<file path="src/rtl/spart_pkg.sv">
// Shared types and defaults for the SPART receive path.
package spart_pkg;

  typedef enum logic [2:0] {
    ST_IDLE   = 3'd0,
    ST_START  = 3'd1,
    ST_DATA   = 3'd2,
    ST_PARITY = 3'd3,
    ST_STOP   = 3'd4
  } rx_state_e;

  localparam int unsigned DEF_DATA_W     = 8;
  localparam int unsigned DEF_OVERSAMPLE = 16;
  localparam int unsigned DEF_FIFO_DEPTH = 4;

  localparam logic LINE_IDLE = 1'b1;

  function automatic logic maj3(input logic a, input logic b, input logic c);
    return (a & b) | (a & c) | (b & c);
  endfunction

endpackage

</file>
<file path="src/rtl/spart_rx_fifo.sv">
// Receive FIFO with first-word fall-through head; a push into a full FIFO
// is accepted only when a pop frees a slot in the same cycle.
module spart_rx_fifo #(
  parameter int unsigned WIDTH = 8,
  parameter int unsigned DEPTH = 4
) (
  input  logic                         clk,
  input  logic                         rst,
  input  logic                         push,
  input  logic                         pop,
  input  logic [WIDTH-1:0]             wdata,
  output logic                         full,
  output logic                         empty,
  output logic [$clog2(DEPTH+1)-1:0]   count,
  output logic [WIDTH-1:0]             head
);

  localparam int unsigned PTR_W = $clog2(DEPTH);
  localparam int unsigned CNT_W = $clog2(DEPTH + 1);

  logic [WIDTH-1:0] mem [DEPTH];
  logic [PTR_W-1:0] wr_ptr;
  logic [PTR_W-1:0] rd_ptr;
  logic             do_push;
  logic             do_pop;

  assign empty   = (count == '0);
  assign full    = (count == CNT_W'(DEPTH));
  assign do_pop  = pop & ~empty;
  assign do_push = push & (~full | do_pop);
  assign head    = mem[rd_ptr];

  // Pointers wrap naturally because DEPTH is a power of two.
  always_ff @(posedge clk) begin
    if (rst) begin
      wr_ptr <= '0;
      rd_ptr <= '0;
      count  <= '0;
      for (int i = 0; i < int'(DEPTH); i++) mem[i] <= '0;
    end else begin
      if (do_push) begin
        mem[wr_ptr] <= wdata;
        wr_ptr      <= wr_ptr + PTR_W'(1);
      end
      if (do_pop) rd_ptr <= rd_ptr + PTR_W'(1);
      case ({do_push, do_pop})
        2'b10:   count <= count + CNT_W'(1);
        2'b01:   count <= count - CNT_W'(1);
        default: count <= count;
      endcase
    end
  end

endmodule

</file>
<file path="src/rtl/spart_rx_ext.sv">
// Oversampling serial receiver with 3-sample majority vote and receive FIFO.
// Optional parity bit enabled by defining SPART_RX_PARITY_EN.
module spart_rx_ext
  import spart_pkg::*;
#(
  parameter int unsigned DATA_W     = DEF_DATA_W,
  parameter int unsigned OVERSAMPLE = DEF_OVERSAMPLE,
  parameter int unsigned FIFO_DEPTH = DEF_FIFO_DEPTH,
  parameter int unsigned PARITY_ODD = 0
) (
  input  logic                              clk,
  input  logic                              rst,
  input  logic                              rx,
  input  logic                              brg_en,
  input  logic                              rd_en,
  input  logic                              clr_err,
  output logic [DATA_W-1:0]                 databus,
  output logic                              rda,
  output logic [$clog2(FIFO_DEPTH+1)-1:0]   count,
  output logic                              frame_err,
  output logic                              overrun_err,
  output logic                              parity_err
);

  localparam int unsigned TICK_W = $clog2(OVERSAMPLE);
  localparam int unsigned BIT_W  = $clog2(DATA_W);

  localparam logic [TICK_W-1:0] TICK_VOTE0 = TICK_W'(OVERSAMPLE / 2 - 1);
  localparam logic [TICK_W-1:0] TICK_VOTE1 = TICK_W'(OVERSAMPLE / 2);
  localparam logic [TICK_W-1:0] TICK_VOTE2 = TICK_W'(OVERSAMPLE / 2 + 1);
  localparam logic [TICK_W-1:0] TICK_END   = TICK_W'(OVERSAMPLE - 1);
  localparam logic [BIT_W-1:0]  BIT_LAST   = BIT_W'(DATA_W - 1);

  if (DATA_W < 5 || DATA_W > 9 || OVERSAMPLE < 8 || (OVERSAMPLE % 2) != 0 ||
      FIFO_DEPTH < 2 || (FIFO_DEPTH & (FIFO_DEPTH - 1)) != 0 || PARITY_ODD > 1) begin : g_param_check
    $error("spart_rx_ext: illegal parameter set");
  end

  rx_state_e          state;
  rx_state_e          state_next;
  logic               rx_meta;
  logic               rx_sync;
  logic [TICK_W-1:0]  tick;
  logic [BIT_W-1:0]   bit_idx;
  logic               vote0;
  logic               vote1;
  logic [DATA_W-1:0]  shreg;
  logic               push_req;
  logic               at_decide;
  logic               at_end;
  logic               maj;
  logic               tick_clr_c;
  logic               shift_c;
  logic               bit_inc_c;
  logic               push_c;
  logic               frame_c;
  logic               overrun_ev;
  logic               fifo_full;
  logic               fifo_empty;

  // Two-flop synchronizer, parked at the idle line level.
  always_ff @(posedge clk) begin
    if (rst) begin
      rx_meta <= LINE_IDLE;
      rx_sync <= LINE_IDLE;
    end else begin
      rx_meta <= rx;
      rx_sync <= rx_meta;
    end
  end

  assign at_decide = brg_en & (tick == TICK_VOTE2);
  assign at_end    = brg_en & (tick == TICK_END);
  assign maj       = maj3(vote0, vote1, rx_sync);

  always_ff @(posedge clk) begin
    if (rst) state <= ST_IDLE;
    else     state <= state_next;
  end

  always_comb begin
    state_next = state;
    case (state)
      ST_IDLE:  if (brg_en && (rx_sync == 1'b0)) state_next = ST_START;
      ST_START: begin
        if (at_decide && maj) state_next = ST_IDLE;
        else if (at_end)      state_next = ST_DATA;
      end
      ST_DATA: begin
        if (at_end && (bit_idx == BIT_LAST)) begin
`ifdef SPART_RX_PARITY_EN
          state_next = ST_PARITY;
`else
          state_next = ST_STOP;
`endif
        end
      end
`ifdef SPART_RX_PARITY_EN
      ST_PARITY: if (at_end) state_next = ST_STOP;
`endif
      ST_STOP:  if (at_decide) state_next = ST_IDLE;
      default:  state_next = ST_IDLE;
    endcase
  end

`ifdef SPART_RX_PARITY_EN
  logic parity_chk_c;
`endif

  always_comb begin
    tick_clr_c = 1'b0;
    shift_c    = 1'b0;
    bit_inc_c  = 1'b0;
    push_c     = 1'b0;
    frame_c    = 1'b0;
`ifdef SPART_RX_PARITY_EN
    parity_chk_c = 1'b0;
`endif
    case (state)
      ST_IDLE:  tick_clr_c = 1'b1;
      ST_START: tick_clr_c = (at_decide & maj) | at_end;
      ST_DATA: begin
        shift_c    = at_decide;
        bit_inc_c  = at_end;
        tick_clr_c = at_end;
      end
`ifdef SPART_RX_PARITY_EN
      ST_PARITY: begin
        parity_chk_c = at_decide;
        tick_clr_c   = at_end;
      end
`endif
      ST_STOP: begin
        tick_clr_c = at_decide;
        push_c     = at_decide & maj;
        frame_c    = at_decide & ~maj;
      end
      default: tick_clr_c = 1'b1;
    endcase
  end

  // Tick/bit counters, vote samples and the LSB-first shift register.
  always_ff @(posedge clk) begin
    if (rst) begin
      tick     <= '0;
      bit_idx  <= '0;
      vote0    <= LINE_IDLE;
      vote1    <= LINE_IDLE;
      shreg    <= '0;
      push_req <= 1'b0;
    end else begin
      if (tick_clr_c)  tick <= '0;
      else if (brg_en) tick <= tick + TICK_W'(1);
      if (state != ST_DATA) bit_idx <= '0;
      else if (bit_inc_c)   bit_idx <= bit_idx + BIT_W'(1);
      if (brg_en && (tick == TICK_VOTE0)) vote0 <= rx_sync;
      if (brg_en && (tick == TICK_VOTE1)) vote1 <= rx_sync;
      if (shift_c) shreg <= {maj, shreg[DATA_W-1:1]};
      push_req <= push_c;
    end
  end

  assign overrun_ev = push_req & fifo_full & ~rd_en;

  // Sticky flags: a same-cycle event wins over clr_err.
  always_ff @(posedge clk) begin
    if (rst) begin
      frame_err   <= 1'b0;
      overrun_err <= 1'b0;
    end else begin
      frame_err   <= frame_c    | (frame_err   & ~clr_err);
      overrun_err <= overrun_ev | (overrun_err & ~clr_err);
    end
  end

`ifdef SPART_RX_PARITY_EN
  logic parity_ev;
  assign parity_ev = parity_chk_c & (maj != ((^shreg) ^ 1'(PARITY_ODD)));

  always_ff @(posedge clk) begin
    if (rst) parity_err <= 1'b0;
    else     parity_err <= parity_ev | (parity_err & ~clr_err);
  end
`else
  assign parity_err = 1'b0;
`endif

  spart_rx_fifo #(
    .WIDTH (DATA_W),
    .DEPTH (FIFO_DEPTH)
  ) u_fifo (
    .clk   (clk),
    .rst   (rst),
    .push  (push_req),
    .pop   (rd_en),
    .wdata (shreg),
    .full  (fifo_full),
    .empty (fifo_empty),
    .count (count),
    .head  (databus)
  );

  assign rda = ~fifo_empty;

endmodule

</file>
<file path="config.mk">
export PLATFORM = sky130hd
export DESIGN_NAME = spart_rx_ext
export DESIGN_NICKNAME = d
export VERILOG_FILES = /design/src/rtl/spart_pkg.sv /design/src/rtl/spart_rx_fifo.sv /design/src/rtl/spart_rx_ext.sv
export SDC_FILE = /design/constraint.sdc
export NUM_CORES = 1
export LEC_CHECK = 0
export ABC_AREA = 1
export CORE_MARGIN = 5
export CORE_UTILIZATION = 25
export CTS_BUF_LIST = sky130_fd_sc_hd__clkbuf_2 sky130_fd_sc_hd__clkbuf_4 sky130_fd_sc_hd__clkbuf_8
export CTS_CLUSTER_DIAMETER = 200
export DETAILED_ROUTE_END_ITERATION = 6
export GPL_TIMING_DRIVEN = 1
export SETUP_SLACK_MARGIN = 0.4
export SLEW_MARGIN = 20
export SYNTH_ARGS = -nofsm -noshare
export SYNTH_HDL_FRONTEND = slang
export SYNTH_SLANG_ARGS = --single-unit
</file>
<file path="constraint.sdc">
create_clock -name clk -period 4.5 [get_ports clk]
set_clock_uncertainty 0.05 [all_clocks]
set_input_delay 0.9 -clock clk [delete_from_list [all_inputs] [get_ports clk]]
set_output_delay 0.9 -clock clk [all_outputs]
set_load 0.01 [all_outputs]
</file>
==> impl_results.md <==
* Num ports at 21
* Worst hold margin at 0.367 ns
* Minimum clock period at 3.15 ns
* Vias per std cell at 4.41
* CP required at 3.55 ns
* Post-Synth Adder-Cell Area at 0.0323
* Critical Path Slowest Stage Cell: dfxtp_1
* Synth top area share at 0.327
* Buffers on Ports at 19
* Area of the multi-input gates at 0.00107 mm2
* H-tree levels at 3
* Post-route DRC violation count at 0
* Post-Route WL at 6.18 mm
* Commonest cells after routing, fill and taps aside: nor2_1 (68), inv_1 (49), nand2_1 (44)
* Critical path, cell by cell: inv_1 -> o21ai_0 -> o22ai_1 -> clkdlybuf4s50_1
* Synth Register Bits at 66
* Crit-path max FO at 17
* Initial antenna violation count at 0
* R2R Path End: u_fifo.count[2]$_SDFFE_PP0P_
* Largest family of logic cells by synthesized area: simple AND/OR/NAND/NOR gates
* Via count of the first global-routing pass at 2167
* Synth area leader: edfxtp_1
* Hold path start: rx_meta$_SDFF_PP1_
* Area of the mapped netlist at 0.00294 mm2
* Final TNS setup at 0 ns
* RSZ-0062 raised after global routing: no
* Setup violations, final at 0
* HPWL after DPL at 4.54 mm
* Setup slack, reg-to-reg at 2.31 ns
* Share of cells above drive strength 1 at 0.0784
* Multiplexer area fraction after synthesis at 0
* Synth cell types at 26
* Syn_area_per_cell at 8.57 um2
* EDFF count, synth at 32
* Nets at 378
* CTS hold repair buffers at 0
* Synth top area cells: edfxtp_1 (33%), dfxtp_1 (23%), nor2_1 (8.7%)
* Warnings from Yosys at 0
* Die area at 0.0140 mm2
* Worst-Skew Late Latency at 0.33 ns
* Die Y at 118 um
* Worst-path clk slew at 0.07 ns
* Root Buffer: clkbuf_8
* Setup Fix Bufs, Post-CTS at 0
* First drt pass iteration count at 4
* Clock Tree Buf Depth at 2
* Worst hold path type: reg2reg
* Synthesized instance count at 343
* Slew Limit Headroom at 0.558
* Power, Total at 0.00141 W
* Finished Cell Area at 0.00346 mm2
* Worst slew pin tran at 0.659 ns
* Final hold viol count at 0
* Worst reg2reg startpoint: u_fifo.count[2]$_SDFFE_PP0P_
* Worst r2r path cells at 11
* Die width at 118 um
* Inserted Diodes at 0
* First-pass GRT wire length at 10.1 mm
* Critical Path Start Type: flop
* CP Data Arrival Time at 2.20 ns
* Register area at 0.00164 mm2
* Status: finished, final reports clean
* Post-synthesis compound-gate area fraction at 0.116
* RePlAce Congestion at 0.761
* WS Path Type: reg2out
* DR iter-0 viols at 116
* Highest clock rate at 317 MHz
* Gr usage total at 0.0886
* CP Capture Type: output port
* Fin crit share at 0.700
* Final core utilization at 0.302
* MaxCap Viol Count at 0
* DR WL/cell at 12.0 um
* P&R area growth vs syn at 17.7%
* PD cells at 409 mW/mm2
* Fin. max-slew vios at 0
* Leak at 1.34 nW
* CTS Buf Count at 9
* Synth Area in XOR/XNOR at 0.00596
* Hold EP: rx_sync$_SDFF_PP1_
* Syn_nets at 356
* Post-Synth Simple-Gate Area at 0.208
* Post-synth top flop: dfxtp_1
* Hold path depth at 1
* Largest net degree at the start of global routing at 24
* Ys async rst share at 0
* Core area at 0.0115 mm2
* Dpl cell area at 0.00327 mm2
* Fillers at 1188
* Post-route ant nets at 0
* DR vias at 2260
* Register area share after synthesis at 0.558
* Initial core utilization at 0.256
* Slowest stage delay, CP at 0.68 ns
* FP Rows at 39
* Maximum VDD drop at 184 uV
* CTS tree: done
* Grt ovf at 0
* Commonest non-fill, non-tap cell in the layout: nor2_1
* Clk sinks at 66
* # resized after CTS at 0
==> worst max-delay path by stage <==
stage	end	from
final	databus[1]	flop
after global routing	databus[5]	flop
after CTS	databus[1]	flop
after detailed placement	u_fifo.mem[2][4]$_SDFFCE_PN0P_	rst
after global placement	u_fifo.mem[2][1]$_SDFFCE_PN0P_	rst
after floorplan	u_fifo.count[2]$_SDFFE_PP0P_	rd_en
==> final cells by class <==
cell class                      count  area share
Inverter                           50      0.0542
Clock buffer                       13      0.0445
Tap cell                          143      0.0517
Clock inverter                      3      0.0116
Timing Repair Buffer               19      0.0550
Sequential cell                    66       0.474
Multi-Input combinational cell    219       0.309
==> synth_stat cells (2+ instances only) <==
master,instances
edfxtp_1,32
dfxtp_1,34
inv_1,49
ha_1,6
or2_2,3
nor2_1,68
nand3_1,9
buf_4,2
nor2_4,3
clkbuf_1,4
nor3_1,6
nand2_2,7
nand2_1,44
o21ai_0,38
nand4_1,2
a21oi_1,18
o22ai_1,9
==> cells by family after synthesis <==
family | Yosys count
buffers and inverters | 58
xor gates and xnor gates | 2
other | 1
adders and majority gates | 7
AOI/OAI and AO/OA | 66
and+or+nand+nor | 143
DFF | 66
==> metrics by stage <==
stage	instances	setup slack (ns)
final	513	1.35
after global routing	513	1.09
after CTS	513	1.31
after detailed placement	497	1.41
after global placement	497	1.50
after floorplan	343	2.13
==> power by group <==
group	switching, W	internal (W)	total [W]
sequential	0.0000255	0.000656	0.000681
combinational	0.000141	0.0000995	0.000240
clock	0.000214	0.000279	0.000493
total	0.000380	0.00103	0.00141
==> critical path, delay by kind of cell, from the launching register on <==
family / cells / cell delay [ns]
DFF: 1 / 0.68
buffers and inverters: 2 / 0.83
AOI/OAI and AO/OA: 2 / 0.35
==> state kept, by name, indices dropped and copies added (netlist names), named ones only <==
| register | count |
|---|---|
| frame_err | 1 |
| u_fifo.count | 3 |
| push_req | 1 |
| u_fifo.rd_ptr | 2 |
| state | 3 |
| tick | 4 |
| rx_sync | 1 |
| u_fifo.mem | 32 |
| vote1 | 1 |
| rx_meta | 1 |
| vote0 | 1 |
| u_fifo.wr_ptr | 2 |
| overrun_err | 1 |
| bit_idx | 3 |
| shreg | 8 |
==> metal layers <==
layer  wire, um  GRT usage  share of wire  up-vias
met5          0          0              0        -
met4         80     0.0276          0.013        0
met3        299     0.0296          0.048        8
met1       2700      0.106           0.44     1059
met2       3100      0.150           0.50       41
li1           -          -              -     1152
(Power assumes the default switching activity.)
